## config.mk

```make
export PLATFORM = sky130hd
export DESIGN_NAME = seq_detector_param
export DESIGN_NICKNAME = d
export VERILOG_FILES = /design/src/rtl/seq_detector_param.sv
export SDC_FILE = /design/constraint.sdc
export NUM_CORES = 1
export LEC_CHECK = 0
export ABC_AREA = 1
export CAP_MARGIN = 10
export CORE_ASPECT_RATIO = 0.8
export CORE_MARGIN = 4
export CORE_UTILIZATION = 52
export DETAILED_ROUTE_END_ITERATION = 10
export PLACE_DENSITY = 0.87
export SLEW_MARGIN = 10
export SYNTH_ARGS = -nofsm -noshare
export SYNTH_HDL_FRONTEND = slang
export SYNTH_SLANG_ARGS = --single-unit
export TNS_END_PERCENT = 5
```

## constraint.sdc

```tcl
create_clock -name clk -period 2.6 [get_ports clk]
set_input_delay 0.52 -clock clk [delete_from_list [all_inputs] [get_ports clk]]
set_output_delay 0.52 -clock clk [all_outputs]
set_load 0.01 [all_outputs]
```

## src/rtl/seq_detector_param.sv

```systemverilog
// rtl/seq_detector_param.sv - parametrised Mealy serial-pattern detector with saturating match counter
//
// Purpose:
//   Watches a qualified single-bit stream for a PAT_W-bit pattern (MSB is the
//   first bit received). Match is Mealy: it asserts in the same cycle as the
//   final pattern bit. The pattern can be reloaded at run time, and overlapping
//   or non-overlapping detection is chosen per bit. Matches are counted in a
//   saturating counter.
//
// Optional feature macro: SEQ_DET_STICKY_EN (adds seen / seen_clr sticky flag).
//
// Ports:
//   clk        in   rising-edge clock
//   reset      in   synchronous, active-high reset
//   in_valid   in   in_bit is qualified this cycle
//   in_bit     in   serial data bit
//   overlap    in   1 = overlapping, 0 = non-overlapping (sampled per valid bit)
//   pat_load   in   load pat_in as new pattern (priority over in_valid)
//   pat_in     in   new pattern value
//   match      out  combinational match on the current bit
//   match_cnt  out  saturating match count
//   fill       out  number of valid history bits, 0..PAT_W-1
//   pattern    out  active pattern register
//   seen       out  sticky match flag (SEQ_DET_STICKY_EN only)
//   seen_clr   in   clears seen (SEQ_DET_STICKY_EN only)

module seq_detector_param #(
   parameter int               PAT_W    = 5,
   parameter logic [PAT_W-1:0] PAT_INIT = PAT_W'(5'b11101),
   parameter int               CNT_W    = 8
) (
   input  logic                       clk,
   input  logic                       reset,
   input  logic                       in_valid,
   input  logic                       in_bit,
   input  logic                       overlap,
   input  logic                       pat_load,
   input  logic [PAT_W-1:0]           pat_in,
   output logic                       match,
   output logic [CNT_W-1:0]           match_cnt,
   output logic [$clog2(PAT_W)-1:0]   fill,
`ifdef SEQ_DET_STICKY_EN
   output logic                       seen,
   input  logic                       seen_clr,
`endif
   output logic [PAT_W-1:0]           pattern
);

   localparam int                FILL_W   = $clog2(PAT_W);
   localparam logic [FILL_W-1:0] FILL_MAX = FILL_W'(PAT_W - 1);

   logic [PAT_W-2:0]  hist_q,    hist_d;
   logic [FILL_W-1:0] fill_q,    fill_d;
   logic [CNT_W-1:0]  cnt_q,     cnt_d;
   logic [PAT_W-1:0]  pattern_q, pattern_d;
   logic [PAT_W-1:0]  cand;

   always_comb begin
      cand      = {hist_q, in_bit};
      match     = in_valid & ~pat_load & ~reset & (fill_q == FILL_MAX) & (cand == pattern_q);
      hist_d    = hist_q;
      fill_d    = fill_q;
      cnt_d     = cnt_q;
      pattern_d = pattern_q;

      if (pat_load) begin
         // The bit presented alongside a reload is deliberately dropped.
         pattern_d = pat_in;
         hist_d    = '0;
         fill_d    = '0;
      end else if (in_valid) begin
         if (match && !overlap) begin
            hist_d = '0;
            fill_d = '0;
         end else begin
            // Taking the low bits of the candidate works for every PAT_W >= 2,
            // including PAT_W == 2 where the history is a single bit.
            hist_d = cand[PAT_W-2:0];
            fill_d = (fill_q == FILL_MAX) ? fill_q : fill_q + FILL_W'(1);
         end
         if (match && (cnt_q != '1)) begin
            cnt_d = cnt_q + CNT_W'(1);
         end
      end
   end

   always_ff @(posedge clk) begin
      if (reset) begin
         hist_q    <= '0;
         fill_q    <= '0;
         cnt_q     <= '0;
         pattern_q <= PAT_INIT;
      end else begin
         hist_q    <= hist_d;
         fill_q    <= fill_d;
         cnt_q     <= cnt_d;
         pattern_q <= pattern_d;
      end
   end

`ifdef SEQ_DET_STICKY_EN
   logic seen_q, seen_d;

   // Set wins over clear when both happen in the same cycle.
   always_comb begin
      seen_d = seen_q;
      if (match) begin
         seen_d = 1'b1;
      end else if (seen_clr) begin
         seen_d = 1'b0;
      end
   end

   always_ff @(posedge clk) begin
      if (reset) begin
         seen_q <= 1'b0;
      end else begin
         seen_q <= seen_d;
      end
   end

   assign seen = seen_q;
`endif

   assign match_cnt = cnt_q;
   assign fill      = fill_q;
   assign pattern   = pattern_q;

endmodule

```

==> reports/metrics.csv, run 1 <==
metric,value,unit
die_area,3080,sq um
ys.flop_type,dfxtp_1,
vias,1222,
cts_buffer_depth,2,
die_x,61.1,um
synth-edff-count,0,
total_power,683,uW
nets,230,
io_buffers,27,
ys_ff_latch,20,
grt_overflow_total,0,
synth_top_cell_area_share,34.2,%
grt_setup_unrepaired,no,
area_growth,32.7,%
cts_buffers,3,
initial_core_util,54.3,%
drive_above_1_share,12.1,%
grt_pass1_vias,1210,
async_flop_share,0,%
required,2.08,ns
post_cts_buffers,0,
irDropWorstVdd,0.000596,V
cts_tree,yes,
hold_depth,2,
synth_top_cell_by_area,dfxtp_1,
drt_iter0_drc,68,
yosysUniqueCellTypes,24,
drv_cap,0,
r2r.worst_path.cells,12,
min_period,2.38,ns
row_count,15,
ctsResizeCount,1,
antenna_found_initial,0,
path_clk_slew,0.12,ns
hold_viol_final,0,
core,2160,sq um
tightest_slew,0.446,ns
wl_per_cell,12.4,um
root_buffer,clkbuf_4,
cts_max_level,1,
grt_pass1_wl,5090,um
num_io_pins,28,
max_freq,419,MHz
startpoint_type,primary input,
placed_cells_incl_taps,236,
dpl.hpwl,2370,um
crit_type,in2out,
cts.sinks,20,
cts_hold_buffers,0,
setup_viol,0,
ys_warn_count,0,
setup_tns,0,ns
worstPathArrival,1.86,ns
synthCells,179,
place_ws,-0.0228,ns
drc_errors,0,
p_leak,0.000719,uW
grt_max_degree,13,
slew_violations,0,
crit_path_end_kind,output pin,
syn_nets,193,
wirelength,2970,um
cp_max_fo,4,
finalCritPeriodShare,91.7,%
antennaDiodeCount,0,
avgViaCountPerCell,5.09,
ys_seq_area_share,34.2,%
die_h,50.5,um
power_per_cell_area,439,nW/um^2
gp_congestion,0.882,
slew_headroom,70.3,%
holdCritPathClass,reg2reg,
synthTopCellsByArea,"dfxtp_1 34%, nand2_1 15%, inv_1 8.6%, a21oi_1 6.4%, nor2_1 6.4%",
mappedNetlistArea,1170,sq um
avgSynthCellArea,6.55,sq um
postRouteAntennaNets,0,
track_usage,21.7,%
fill_cells,201,
layout.cells.non_filler,240,
worstSkewPairLatency,0.31,ns
status,finished clean,
fin_ws,0.216,ns
drtPass1Iterations,4,
clock_skew,0.00403,ns
[final timing paths]
kind	startpoint	endpoint	slack [ns]
min	hist_q[3]	hist_q[3]	0.50
max reg2reg	fill[0]	match_cnt[0]	0.85
max	in_bit	match	0.22
min reg2reg	hist_q[3]	hist_q[3]	0.50
[state kept, by name (all words and copies together) (netlist names)]
name       flops
pattern        5
hist_q         4
fill           3
match_cnt      8
[cells in the mapped netlist (2+ instances only)]
cell and count:
nand3_1 13, nor2_1 20, nand4_1 6, nand2_2 2
nand2_1 47, o21ai_0 7, buf_6 3, inv_2 2
a21oi_1 15, nand3_2 2, inv_1 27, ha_1 3
nor2_2 2, dfxtp_1 20
[layer usage]
metal / wire length [um] / global-route usage [%] / vias up / part of all wire, %
li1: - / - / 636 / -
met5: 0 / 0 / - / 0
met4: 40 / 5.05 / 0 / 1.3
met1: 1290 / 27.4 / 541 / 43
met3: 219 / 5.14 / 5 / 7.4
met2: 1430 / 36.8 / 40 / 48
[power breakdown]
| part | leakage, uW | switching (uW) | internal [uW] | total (uW) |
|---|---|---|---|---|
| registers | 0.000163 | 8.05 | 315 | 323 |
| logic | 0.000528 | 49.0 | 49.9 | 98.9 |
| clock network | 0.0000279 | 105 | 156 | 261 |
[kinds of logic after synthesis]
| family | count (synthesis) | share of synthesized area, % |
|---|---|---|
| simple gates | 98 | 38.5 |
| buf+inv | 35 | 14.0 |
| compound gates | 22 | 9.39 |
| flops | 20 | 34.2 |
| fa+ha+maj | 3 | 3.20 |
| xor+xnor | 1 | 0.747 |
[area by class of cell]
cell class / count / area, sq um / share of cell area (%)
Inverter: 31 / 126 / 8.13
Sequential cell: 20 / 400 / 25.7
Clock inverter: 1 / 30.0 / 1.93
Timing Repair Buffer: 36 / 337 / 21.6
Tap cell: 25 / 31.3 / 2.01
Clock buffer: 3 / 22.5 / 1.45
Multi-Input combinational cell: 124 / 608 / 39.1
[layout by cell type, fill, tap and decap left out]
master,n
buf_4,9
nand4_1,6
clkbuf_4,3
inv_1,27
ha_1,3
dlygate4sd2_1,1
xor2_1,1
inv_2,2
nor3_2,1
bufinv_16,1
o21ai_0,7
inv_4,1
nand3b_1,1
nand2_1,47
nor4_1,1
nor2_4,1
nand3_2,2
dfxtp_1,20
nor2_2,2
clkdlybuf4s50_1,26
nand2_4,1
and2_1,1
nand3_1,13
nand2_2,2
a21oi_1,15
inv_8,1
nor2_1,20
[worst max-delay path, stage by stage]
cell and delay, ns:
clkdlybuf4s50_1 0.55, inv_1 0.06, nand2_1 0.07, nand2_1 0.05, nor2_1 0.09, nand3b_1 0.13, nor2_4 0.12, dlygate4sd2_1 0.27
[per-stage QoR]
stage / cell area (sq um) / hold slack, ns / utilization, %
2_1_floorplan: 1170 / 0.454 / -
3_3_place_gp: 1500 / 0.474 / 69.7
3_5_place_dp: 1500 / 0.479 / 69.7
4_1_cts: 1560 / 0.497 / 72.1
5_1_grt: 1560 / 0.517 / 72.1
6_report: 1560 / 0.499 / 72.1
(Power assumes the default switching activity.)
==> inputs of run 2 (changes only) <==
- CAP_MARGIN: 10 -> default
- CORE_MARGIN: 4 -> 3
==> reports/metrics.csv, run 2 (synthesis results as in run 1) <==
metric,value,unit
status,finished clean,
irDropWorstVdd,0.000398,V
max_freq,429,MHz
cts_max_level,1,
total_power,603,uW
fill_cells,158,
cts_tree,yes,
drt_iter0_drc,52,
track_usage,20.7,%
worstSkewPairLatency,0.30,ns
slew_headroom,68.3,%
initial_core_util,58.7,%
setup_viol,0,
postRouteAntennaNets,0,
dpl.hpwl,2350,um
io_buffers,27,
multiInputGateArea,608,sq um
final_common_cell,nand2_1,
wirelength,2840,um
drive_above_1_share,12.5,%
wl_per_cell,11.8,um
crit_path_end_kind,output pin,
nets,231,
root_buffer,clkbuf_4,
gp_congestion,0.913,
grt_overflow_total,0,
cts_buffer_depth,2,
min_period,2.33,ns
power_per_cell_area,390,nW/um^2
slew_violations,0,
tightest_slew,0.472,ns
hp-start,hist_q[3],
cp_max_fo,3,
post_dp_cell_area,1510,sq um
core,2000,sq um
utilization,77.4,%
avgViaCountPerCell,5.13,
crit_type,in2out,
crit_start,in_bit,
holdCritPathClass,reg2reg,
drv_cap,0,
mostFrequentLayoutCells,"47 x nand2_1, 27 x inv_1, 26 x clkdlybuf4s50_1",
antenna_found_initial,0,
placed_cells_incl_taps,236,
largest_reg_flops,8,
required,2.08,ns
p_leak,0.000717,uW
drc_errors,0,
row_count,14,
cts.sinks,20,
drtPass1Iterations,4,
die_area,2860,sq um
clock_skew,0.00317,ns
grt_pass1_wl,4650,um
post_cts_buffers,0,
antennaDiodeCount,0,
area_growth,31.8,%
hold_viol_final,0,
die_x,59.1,um
worstPathArrival,1.81,ns
startpoint_type,primary input,
cts_buffers,3,
path_delay_family,buffers and inverters,
worst-path-buf-inv,3,
grt_max_degree,12,
path_cells,clkdlybuf4s50_1 -> inv_1 -> nand2_1 -> nand2_1 -> nor2_1 -> nand3b_1 -> nor2_4 -> dlygate4sd2_1,
path_clk_slew,0.11,ns
num_io_pins,28,
critPathSlowestCell,clkdlybuf4s50_1,
stdcell_area,1550,sq um
finalCritPeriodShare,89.7,%
grt_pass1_vias,1061,
vias,1231,
timing.rr.start,fill[0],
layout.cells.non_filler,240,
seq_area,400,sq um
die_h,48.5,um
crit_top_cell,nand2_1,
cp_slowest_stage_delay,0.50,ns
grt_setup_unrepaired,no,
==> run 2: where the power goes <==
part,total [uW],switching [uW],internal (uW)
clock network,181,95.2,85.4
logic,100,49.2,50.9
registers,322,7.88,314
==> run 2: final timing paths <==
path,to,slack (ns),cells past startpoint
min,hist_q[3],0.50,2
max,match,0.27,8
max reg2reg,match_cnt[1],0.91,10
min reg2reg,hist_q[3],0.50,2
==> run 2: area by class of cell <==
class | count | share of cell area (%)
clock buffer | 4 | 2.35
inverter | 31 | 8.18
multi-input combinational | 124 | 39.4
sequential | 20 | 25.9
tap | 24 | 1.94
timing repair buffer | 37 | 22.3
==> run 2: per-layer routing <==
metal  GRT usage (%)  part of all wire (%)
met5               0                     0
met4            3.02                  0.46
met3            4.79                   6.3
met2            34.4                    48
met1            27.6                    46
==> run 2: tightest hold or removal path, delay by kind of cell (launching register included) <==
| family | cells | cell delay (ns) |
|---|---|---|
| and+or+nand+nor | 1 | 0.07 |
| AOI/OAI and AO/OA | 1 | 0.06 |
| DFF | 1 | 0.34 |
==> run 2: what timing repair did <==
action,4_1_cts,5_1_grt
hold endpoints to repair,0,0
resized for setup,1,0
setup endpoints to repair,1,0
hold buffers,0,0
==> run 2: through the flow <==
stage / hold slack [ns] / setup WS (ns) / setup TNS [ns]
2_1_floorplan: 0.454 / 0.908 / 0
3_3_place_gp: 0.464 / 0.0340 / 0
3_5_place_dp: 0.488 / -0.00360 / -0.00360
4_1_cts: 0.505 / 0.258 / 0
5_1_grt: 0.534 / 0.200 / 0
6_report: 0.504 / 0.268 / 0
==> inputs of run 3 (changes only) <==
- PLACE_DENSITY: 0.87 -> 0.89
==> reports/metrics.csv, run 3 (synthesis results as in run 1) <==
metric,value,unit
antenna_found_initial,0,
gp_congestion,0.894,
utilization,78.2,%
drv_cap,0,
root_buffer,clkbuf_4,
fin_ws,0.257,ns
slew_headroom,69.2,%
drive_above_1_share,12.5,%
stdcell_area,1560,sq um
status,finished clean,
grt_max_degree,13,
largest_reg_flops,8,
worstPathArrival,1.82,ns
max_freq,427,MHz
final_common_cell,nand2_1,
min_period,2.34,ns
p_leak,0.000724,uW
crit_start,in_bit,
grt_overflow_total,0,
tightest_slew,0.461,ns
place_ws,-0.00973,ns
clock_skew,0.00142,ns
drt_iter0_drc,79,
mostFrequentLayoutCells,"47 x nand2_1, 27 x inv_1, 26 x clkdlybuf4s50_1",
timing.rr.start,match_cnt[0],
setup_tns,0,ns
initial_core_util,58.7,%
row_count,14,
wirelength,3080,um
die_h,48.5,um
worstSkewPairLatency,0.31,ns
crit_path_end_kind,output pin,
reg2reg_slack,0.86,ns
die_area,2860,sq um
wl_per_cell,12.8,um
core,2000,sq um
path_clk_slew,0.11,ns
dpl.hpwl,2500,um
setup_viol,0,
cts_max_level,1,
drtPass1Iterations,4,
irDropWorstVdd,0.000473,V
postRouteAntennaNets,0,
io_buffers,27,
drc_errors,0,
grt_setup_unrepaired,no,
cts_buffer_depth,2,
nets,231,
cts_buffers,3,
cts_tree,yes,
die_x,59.1,um
grt_pass1_vias,1172,
avgViaCountPerCell,5.29,
holdCritPathClass,reg2reg,
power_per_cell_area,436,nW/um^2
slew_violations,0,
startpoint_type,primary input,
post_dp_cell_area,1510,sq um
finalCritPeriodShare,90.1,%
crit_type,in2out,
vias,1269,
total_power,680,uW
endpoint,match,
grt_pass1_wl,5110,um
track_usage,23.1,%
r2r.worst_path.cells,9,
num_io_pins,28,
post_cts_buffers,0,
area_growth,33.2,%
antennaDiodeCount,0,
cts.sinks,20,
required,2.08,ns
fill_cells,153,
timing.rr.end,match_cnt[0],
cp_max_fo,3,
hold_viol_final,0,
run 3: changes by cell type in the layout (fill, tap and decap cells not counted):
cell and delta:
clkbuf_8 -1, bufinv_16 +1
run 3: metal layers:
layer	GRT usage (%)	wire length, um	vias up
met3	7.71	248	6
met4	6.42	36	0
met2	39.0	1470	57
met5	0	0	-
met1	27.6	1320	573
li1	-	-	633
run 3: how the worst min path moves through the flow:
stage	startpoint	to	slack (ns)	depth (start not counted)
after floorplan	hist_q[3]	hist_q[3]	0.45	2
after global placement	hist_q[3]	hist_q[3]	0.47	2
after detailed placement	hist_q[3]	hist_q[3]	0.48	2
after CTS	hist_q[3]	hist_q[3]	0.50	2
after global routing	hist_q[3]	hist_q[3]	0.52	2
final	hist_q[3]	hist_q[3]	0.50	2
run 3: metrics by stage:
step,std cells,hold WS (ns)
6_report,240,0.501
5_1_grt,240,0.520
4_1_cts,240,0.496
3_5_place_dp,236,0.480
3_3_place_gp,236,0.467
2_1_floorplan,179,0.454
run 3: repair_timing:
item / 4_1_cts / 5_1_grt
setup endpoints to repair: 1 / 0
hold buffers: 0 / 0
gates resized for setup: 1 / 0
run 3: layout make-up:
type | instances | area, sq um | share of cell area (%)
clock buffers | 3 | 22.5 | 1.44
flip-flops and latches | 20 | 400 | 25.6
inverters | 31 | 126 | 8.09
multi-input cells | 124 | 608 | 38.9
repair buffers | 37 | 344 | 22.0
clock inverters | 1 | 30.0 | 1.92
well taps | 24 | 30.0 | 1.92
run 3: where the power goes:
part / switching (uW) / internal [uW]
registers: 8.77 / 314
clock network: 99.8 / 156
logic: 50.6 / 50.7
run 3: worst max-delay path, stage by stage:
cell             delay, ns
clkdlybuf4s50_1       0.50
inv_1                 0.06
nand2_1               0.08
nand2_1               0.05
nor2_1                0.10
nand3b_1              0.12
nor2_4                0.12
dlygate4sd2_1         0.27
